===== src/rtl/mips_pkg.sv =====
// Shared MIPS register-file constants used by the write-back path.
package mips_pkg;
    localparam int ADDR_W   = 5;
    localparam int DATA_W   = 32;
    localparam int NUM_REGS = 32;
    localparam int REG_ZERO = 0;
endpackage


===== src/rtl/rr_arbiter.sv =====
// Round-robin arbiter: one-hot grant searched from ptr upward, ptr moves past the winner.
module rr_arbiter #(
    parameter int N = 3
) (
    input  logic         clk,
    input  logic         reset,
    input  logic [N-1:0] req,
    input  logic         en,
    output logic [N-1:0] gnt
);
    localparam int PW = (N > 1) ? $clog2(N) : 1;

    logic [PW-1:0] r_ptr;
    logic [PW-1:0] w_sel;
    logic          w_found;
    int            w_j;

    always_comb begin
        gnt     = '0;
        w_sel   = r_ptr;
        w_found = 1'b0;
        w_j     = 0;
        for (int k = 0; k < N; k++) begin
            w_j = int'(r_ptr) + k;
            if (w_j >= N) w_j = w_j - N;
            if (!w_found && en && req[w_j]) begin
                w_found  = 1'b1;
                w_sel    = PW'(w_j);
                gnt[w_j] = 1'b1;
            end
        end
    end

    always_ff @(posedge clk or posedge reset) begin
        if (reset)
            r_ptr <= '0;
        else if (w_found)
            r_ptr <= (w_sel == PW'(N - 1)) ? '0 : w_sel + 1'b1;
    end
endmodule


===== src/rtl/regfile_wb_arbiter.sv =====
// Write-back arbiter for the register file's single write port: round-robin grant,
// one registered output stage, rd=0 squash and a pending-write mask for hazard logic.
module regfile_wb_arbiter #(
    parameter int NUM_REQ = 3,
    parameter int ADDR_W  = 5,
    parameter int DATA_W  = 32
) (
    input  logic                      clk,
    input  logic                      reset,
    input  logic [NUM_REQ-1:0]        req_valid,
    output logic [NUM_REQ-1:0]        req_ready,
    input  logic [NUM_REQ*ADDR_W-1:0] req_rd,
    input  logic [NUM_REQ*DATA_W-1:0] req_data,
    input  logic                      hold,
    output logic                      wb_reg_write,
    output logic [ADDR_W-1:0]         wb_rd,
    output logic [DATA_W-1:0]         wb_write_data,
    output logic [31:0]               pending_mask
);
    import mips_pkg::*;

    logic [NUM_REQ-1:0] w_gnt;
    logic               w_en;
    logic               w_xfer;
    logic [ADDR_W-1:0]  w_rd;
    logic [DATA_W-1:0]  w_data;
    logic               r_we;
    logic [ADDR_W-1:0]  r_rd;
    logic [DATA_W-1:0]  r_data;

    // Gating with reset keeps req_ready low for the whole reset window.
    assign w_en = ~hold & ~reset;

    rr_arbiter #(.N(NUM_REQ)) u_arb (
        .clk   (clk),
        .reset (reset),
        .req   (req_valid),
        .en    (w_en),
        .gnt   (w_gnt)
    );

    assign req_ready = w_gnt;
    assign w_xfer    = |w_gnt;

    always_comb begin
        w_rd   = '0;
        w_data = '0;
        for (int i = 0; i < NUM_REQ; i++) begin
            if (w_gnt[i]) begin
                w_rd   = req_rd[i*ADDR_W +: ADDR_W];
                w_data = req_data[i*DATA_W +: DATA_W];
            end
        end
    end

    // rd=0 is consumed like any other request but never raises the write strobe.
    always_ff @(posedge clk or posedge reset) begin
        if (reset) begin
            r_we   <= 1'b0;
            r_rd   <= '0;
            r_data <= '0;
        end else begin
            r_we <= w_xfer && (w_rd != ADDR_W'(REG_ZERO));
            if (w_xfer) begin
                r_rd   <= w_rd;
                r_data <= w_data;
            end
        end
    end

    assign wb_reg_write  = r_we;
    assign wb_rd         = r_rd;
    assign wb_write_data = r_data;

    always_comb begin
        pending_mask = '0;
        for (int i = 0; i < NUM_REQ; i++) begin
            if (req_valid[i])
                pending_mask[req_rd[i*ADDR_W +: ADDR_W]] = 1'b1;
        end
        if (r_we)
            pending_mask[r_rd] = 1'b1;
        pending_mask[REG_ZERO] = 1'b0;
    end
endmodule


===== config.mk =====
export PLATFORM = sky130hd
export DESIGN_NAME = regfile_wb_arbiter
export DESIGN_NICKNAME = d
export VERILOG_FILES = /design/src/rtl/mips_pkg.sv /design/src/rtl/rr_arbiter.sv /design/src/rtl/regfile_wb_arbiter.sv
export SDC_FILE = /design/constraint.sdc
export NUM_CORES = 1
export LEC_CHECK = 0
export BUFFER_PORTS_ARGS = -buffer_cell sky130_fd_sc_hd__buf_2
export CAP_MARGIN = 20
export CORE_ASPECT_RATIO = 2
export CORE_MARGIN = 3
export CORE_UTILIZATION = 50
export DETAILED_ROUTE_END_ITERATION = 8
export PLACE_DENSITY = 0.88
export SLEW_MARGIN = 10
export SYNTH_ARGS = -nofsm -noshare
export SYNTH_HDL_FRONTEND = slang
export SYNTH_SLANG_ARGS = --single-unit

===== constraint.sdc =====
create_clock -name clk -period 4.2 [get_ports clk]
set_input_delay 0.84 -clock clk [delete_from_list [all_inputs] [get_ports clk]]
set_output_delay 0.84 -clock clk [all_outputs]
set_load 0.03 [all_outputs]

# [Word level (Yosys, flattened, before mapping)]
# Index checks and enable logic that the tools add are counted.
[op_classes] add_sub_neg=6 multipliers=0 n_div=0 magnitude_cmp=17 n_eq_ne=1 shift=0 muxes=46 n_bitwise=8 n_reduce_logical=17
[ops] op="32-bit 2-to-1 mux" count=10
[ops] op="32-bit by 1-bit greater-or-equal comparator with 1-bit output, second input constant" count=3
[ops] op="32-bit by 4-bit less-than comparator with 1-bit output, second input constant" count=3
[ops] op="32-bit bitwise OR" count=3
[ops] op="32-bit by 3-bit greater-or-equal comparator with 1-bit output, second input constant" count=2
[ops] op="32-bit by 3-bit subtractor with 32-bit output, second input constant" count=2
[ops] op="5-bit by 6-bit less-than comparator with 1-bit output, second input constant" count=4
[ops] op="1-bit demux with 5-bit select" count=4
[ops] op="5-bit by 1-bit greater-or-equal comparator with 1-bit output, second input constant" count=4
[ops] op="1-bit 2-to-1 mux" count=16
[ops] op="5-bit 2-to-1 mux" count=3
[ops] op="1-bit logical AND" count=13
[ops] op="3-bit 2-to-1 mux" count=3
[ops] op="2-bit 2-to-1 mux" count=4
[ops] op="1-bit binary-select mux with 2-bit select" count=3
[ops] op="1-bit demux with 2-bit select" count=3
[ops] op="3-bit bitwise OR" count=2
[ops] op="5-bit nonzero test" count=1
[ops] op="2-bit by 1-bit adder with 3-bit output, second input constant" count=1
[ops] op="2-bit by 2-bit adder with 3-bit output, second input constant" count=1
[ops] op="3-bit OR reduction" count=1
[ops] op="2-bit by 2-bit subtractor with 3-bit output, second input constant" count=1
[ops] op="2-bit by 1-bit adder with 2-bit output, second input constant" count=1
[ops] op="2-bit equality test, second input constant" count=1
[ops] op="other kinds (4)" count=6
[totals] reg_bits=40 latch_bits=0 mem_bits_rw=0 mem_bits_ro=0 in_bits=117 wordCells=99 memories=0

# [Logic depth before layout (Yosys ltp)]
[depth] ltp_word=20 depth_mapped=13 depth_no_buf=11

# [Modules after synthesis]
# A second synthesis with hierarchy kept.
[unflattened] cells_unflattened=389 area_unflattened_um2=3293.2
[modules_own_cells] module="regfile_wb_arbiter" n_inst=1 cells_each=337 area_per_inst_um2=2877.8
[modules_own_cells] module="rr_arbiter" n_inst=1 cells_each=52 area_per_inst_um2=415.4

# [Worst setup path after synthesis]
# Ideal clock, no wire load.
[synth_path] path_type="input -> output" start="input port req_valid[1]" end="output port req_ready[2]" t_arrival_ns=2.330 setup_slack_ns=1.030 stages=8 n_path_buf=3 cell_sequence="buf_2 mux2i_1 o21ai_2 a21oi_1 a211o_1 inv_2 buf_2 buf_2"
[synth_via] elab_chain_cells=13
[synth_rtl] element="from (decl)" line_no="regfile_wb_arbiter.sv:10" source="input logic [NUM_REQ-1:0] req_valid,"
[synth_rtl] element="1-bit binary-select mux with 2-bit select" line_no="rr_arbiter.sv:26" source="if (!w_found && en && req[w_j]) begin"
[synth_rtl] element="1-bit 2-to-1 mux (not written as such) (2 in series)" line_no="rr_arbiter.sv:26"
[synth_rtl] element="1-bit logical AND" line_no="rr_arbiter.sv:26"
[synth_rtl] element="1-bit 2-to-1 mux" line_no="rr_arbiter.sv:26"
[synth_rtl] element="1-bit zero test" line_no="rr_arbiter.sv:26"
[synth_rtl] element="1-bit logical AND (2 in series)" line_no="rr_arbiter.sv:26"
[synth_rtl] element="1-bit 2-to-1 mux" line_no="rr_arbiter.sv:26"
[synth_rtl] element="1-bit zero test" line_no="rr_arbiter.sv:26"
[synth_rtl] element="1-bit logical AND (2 in series)" line_no="rr_arbiter.sv:26"
[synth_rtl] element="3-bit 2-to-1 mux (*)" line_no="rr_arbiter.sv:26"
[synth_rtl] element="to (decl)" line_no="regfile_wb_arbiter.sv:11" source="output logic [NUM_REQ-1:0] req_ready,"
# Every way passes the cells marked *; elsewhere a longest branch is shown, timed or not. The select of a mux whose other input is x is not followed.

# [Worst setup path in the final report]
[layout_path] start="register u_arb.r_ptr[0]" end="output port req_ready[1]"
[layout_via] elab_chain_cells=15
[layout_rtl] element="from (decl)" line_no="rr_arbiter.sv:13" source="logic [PW-1:0] r_ptr;"
[layout_rtl] element="from (signal assigned)" line_no="rr_arbiter.sv:38" source="r_ptr <= (w_sel == PW'(N - 1)) ? '0 : w_sel + 1'b1;"
[layout_rtl] element="parallel branches: the longest is 14 deep, another holds 32-bit by 3-bit subtractor with 32-bit output"
[layout_rtl] element="3-bit 2-to-1 mux (*)" line_no="rr_arbiter.sv:26"
# Mark *: on every way between the ends. The select of a mux whose other input is x is not followed.

==> impl_results.rst <==
.. list-table::
   :header-rows: 1

   * - Metric
     - Value
   * - Outcome
     - finished, final reports clean
   * - Number of nets with antenna violations after detailed routing
     - 0
   * - Initial core utilization
     - 52.5%
   * - Largest net degree at the start of global routing
     - 70
   * - Synth Net Count
     - 598
   * - Final nets
     - 761
   * - Total negative slack
     - 0 ns
   * - Max cap viols
     - 0
   * - Post-detailed-placement half-perimeter wirelength
     - about 11000 um
   * - Deepest clock path buffer count
     - 2
   * - Wire length of the first global-routing pass
     - 22400 um
   * - Vias post-DR
     - 4618
   * - Routability Congestion
     - between 1 and 1.5
   * - Width of the chip
     - roughly 65 um
   * - Yosys warning total
     - 0
   * - Number of enable flip-flop cells after synthesis
     - 0
   * - Required time worst endpoint
     - 3.36 ns
   * - Floorplan core area
     - about 6700 um2
   * - Diode count
     - 0
   * - Placement-stage worst setup slack
     - 0.921 ns
   * - Final worst-path setup slack
     - around 0.74 ns
   * - Clock slew at the register clock pins of the worst setup and hold paths
     - 0.05 ns
   * - Critical Path Fanout Max
     - 24
   * - Worst hold path class
     - in -> async
   * - Post-route DRC
     - 0
   * - Top flip-flop cell by instance count after synthesis
     - dfrtp_1
   * - Critical Setup Path Class
     - reg -> out
   * - Period minus WS final
     - around 3.5 ns
   * - Cell leakage power
     - between 2 and 2.5 nW
   * - Slowest-stage cell, CP
     - a21oi_4
   * - Period Utilization, post-route
     - 82.4%
   * - Leftover overflow at the end of global routing
     - 0
   * - Pre-antenna DRT Iters
     - 6
   * - Crit path capture type
     - output port
   * - Aggregate routed wire length
     - 14000 um
   * - Number of sinks on the clock net
     - 40
   * - Overall fraction of global-route tracks in use
     - 34.8%
   * - Number of antenna violations at the first check in global routing
     - 0
   * - Floorplan die area
     - just over 8000 um2
   * - Via count of the first global-routing pass
     - 4553
   * - Hold bufs inserted after CTS
     - 0
   * - Power density over the cells
     - 674 nW/um2
   * - Critical-path cell list
     - inv_1, ha_1, mux2i_1, o22ai_2, nor3b_4, a21oi_4, inv_2, buf_2
   * - Sequential share of the synthesized area
     - 28.3%
   * - Number of buffers and inverters on the critical path
     - 3
   * - Worst clock skew on the final layout
     - 0.00479 ns
   * - Post-synthesis area per instance
     - 7.40 um2
   * - Slew margin rel.
     - 46.1%
   * - Final Max Slew Viols
     - 0
   * - Final Setup Violations
     - 0
   * - Transition time of the tightest slew-check pin
     - 0.805 ns
   * - Achievable frequency
     - just under 300 MHz
   * - Height of the chip
     - around 120 um
   * - Worst vdd ir
     - about 0.57 mV
   * - Routed WL per cell
     - 19.2 um
   * - Detailed router's first-iteration violation count
     - 718
   * - Power, Total
     - 3.08 mW
   * - Fraction of synthesis flops using an asynchronous set or reset pin
     - 100%
   * - Clock Tree Root
     - clkbuf_16
   * - Core occupancy in the finished layout
     - ~70%
   * - Area growth syn-to-layout
     - 29.6%
   * - Highest cell delay on the worst timing path
     - 0.58 ns
   * - Dominant delay contributor by cell family on the critical path
     - compound AO/OA/AOI/OAI gates
   * - Synthesized flop and latch total
     - 40
   * - Standard-cell row count
     - 42
   * - Total of cells resized after clock tree synthesis
     - 0
   * - Netlist Area Pre-Place
     - 3530 um2
   * - Latest clock arrival within the worst-skew pair
     - 0.28 ns
   * - CTS tree
     - yes
   * - Share of cells above drive strength 1
     - 34.8%
   * - RSZ-0062 raised after global routing
     - false
   * - Setup Buffers After CTS
     - 0
   * - Vias per cell
     - 6.33
   * - Deepest level of the CTS H-tree
     - 2
   * - Startpoint Class
     - flip-flop
   * - Number of different library cells in the post-synthesis netlist
     - 50
   * - Arr. time, crit path
     - 2.62 ns
   * - Endpoints failing hold
     - 0
   * - Count of input and output buffers
     - roughly 190
   * - Total clock buffers created by CTS
     - 5
   * - Count of pins on the block boundary
     - 190
   * - Cell count after synthesis
     - 477
==> registers in the layout (all words and copies together) (netlist names) <==
| name | flops |
|---|---|
| wb_rd | 5 |
| wb_write_data | 32 |
| wb_reg_write | 1 |
| u_arb.r_ptr | 2 |
==> placed cells by master, fill, tap and decap left out, types with 8 or more instances in the layout <==
cell / count
buf_2: 188
nor2_1: 62
nand2_1: 53
a21oi_1: 50
a22oi_1: 40
dfrtp_1: 40
o21ai_1: 30
o221ai_1: 18
nand3_1: 14
o22ai_1: 13
inv_1: 12
nand3b_1: 11
or3_1: 9
a221o_1: 8
==> per-stage QoR <==
stage	instances	hold WS (ns)	area, um2
global placement	721	0.589	4430
detailed placement	721	0.595	4430
global route	729	0.660	4580
CTS	729	0.629	4580
finish	729	0.612	4580
floorplan	477	0.688	3530
==> power by group <==
| group | leakage (nW) | internal, mW | switching, mW | total [mW] |
|---|---|---|---|---|
| Sequential | 0.495 | 0.581 | 0.166 | 0.747 |
| Clock | 0.0712 | 0.237 | 0.143 | 0.380 |
| Combinational | 1.71 | 0.633 | 1.32 | 1.96 |
| Total | 2.27 | 1.45 | 1.63 | 3.08 |
==> worst paths after layout <==
| check | startpoint | endpoint | slack (ns) | depth (start not counted) |
|---|---|---|---|---|
| worst min register to register | wb_rd[0]$_DFFE_PP0P_ | wb_rd[0]$_DFFE_PP0P_ | 0.65 | 2 |
| worst min-delay path | reset | wb_write_data[22]$_DFFE_PP0P_ | 0.61 | 2 |
| worst max-delay path | u_arb.r_ptr[0]$_DFFE_PP0P_ | req_ready[1] | 0.74 | 8 |
| min in group clk | wb_rd[0]$_DFFE_PP0P_ | wb_rd[0]$_DFFE_PP0P_ | 0.65 | 2 |
| max in group asynchronous | reset | wb_write_data[16]$_DFFE_PP0P_ | 2.84 | 3 |
| worst max register to register | u_arb.r_ptr[0]$_DFFE_PP0P_ | wb_reg_write$_DFF_PP0_ | 1.11 | 12 |
==> layout make-up <==
class	count	area (um2)
Sequential cell	40	1000
Clock buffer	8	146
Tap cell	88	110
Timing Repair Buffer	195	993
Multi-Input combinational cell	384	2270
Fill cell	660	2150
Inverter	14	52.6
==> Yosys cell counts (2+ instances only) <==
cell type	number	area (um2)
a211o_1	5	43.8
a21o_1	3	22.5
a21oi_1	50	250
a21oi_2	3	26.3
a221o_1	8	80.1
a22oi_1	40	300
and3_1	4	25.0
and3b_1	5	43.8
buf_2	8	40.0
buf_4	11	82.6
clkbuf_1	18	67.6
dfrtp_1	40	1000
ha_1	4	50.1
inv_1	12	45.0
inv_2	2	7.51
mux2i_1	3	30.0
nand2_1	53	199
nand2_2	2	12.5
nand3_1	14	70.1
nand3b_1	11	82.6
nor2_1	62	233
nor3_1	4	20.0
nor3b_1	7	52.6
nor4_1	4	25.0
o211ai_1	2	15.0
o21ai_0	3	15.0
o21ai_1	30	150
o21ai_2	2	17.5
o221ai_1	18	158
o22ai_1	13	81.3
o2bb2ai_1	2	17.5
or2_2	5	31.3
or3_1	9	56.3
or3b_2	4	35.0
==> cells by family after synthesis <==
logic type	Yosys count	share of synthesized area (%)
AO/OA/AOI/OAI	188	35.8
AND/OR/NAND/NOR	188	26.1
buffers and inverters	53	7.30
flip-flops	40	28.3
adder cells (fa/ha/maj)	4	1.42
multiplexers	3	0.850
other	1	0.106
==> routing by layer <==
layer	wire length (um)	part of all wire, %	track usage, %
met1	4490	32	35.9
met2	7260	52	60.7
met3	1420	10	7.13
met4	863	6.2	22.7
met5	0	0	0
Note: power is estimated with default switching activity, not from simulation.
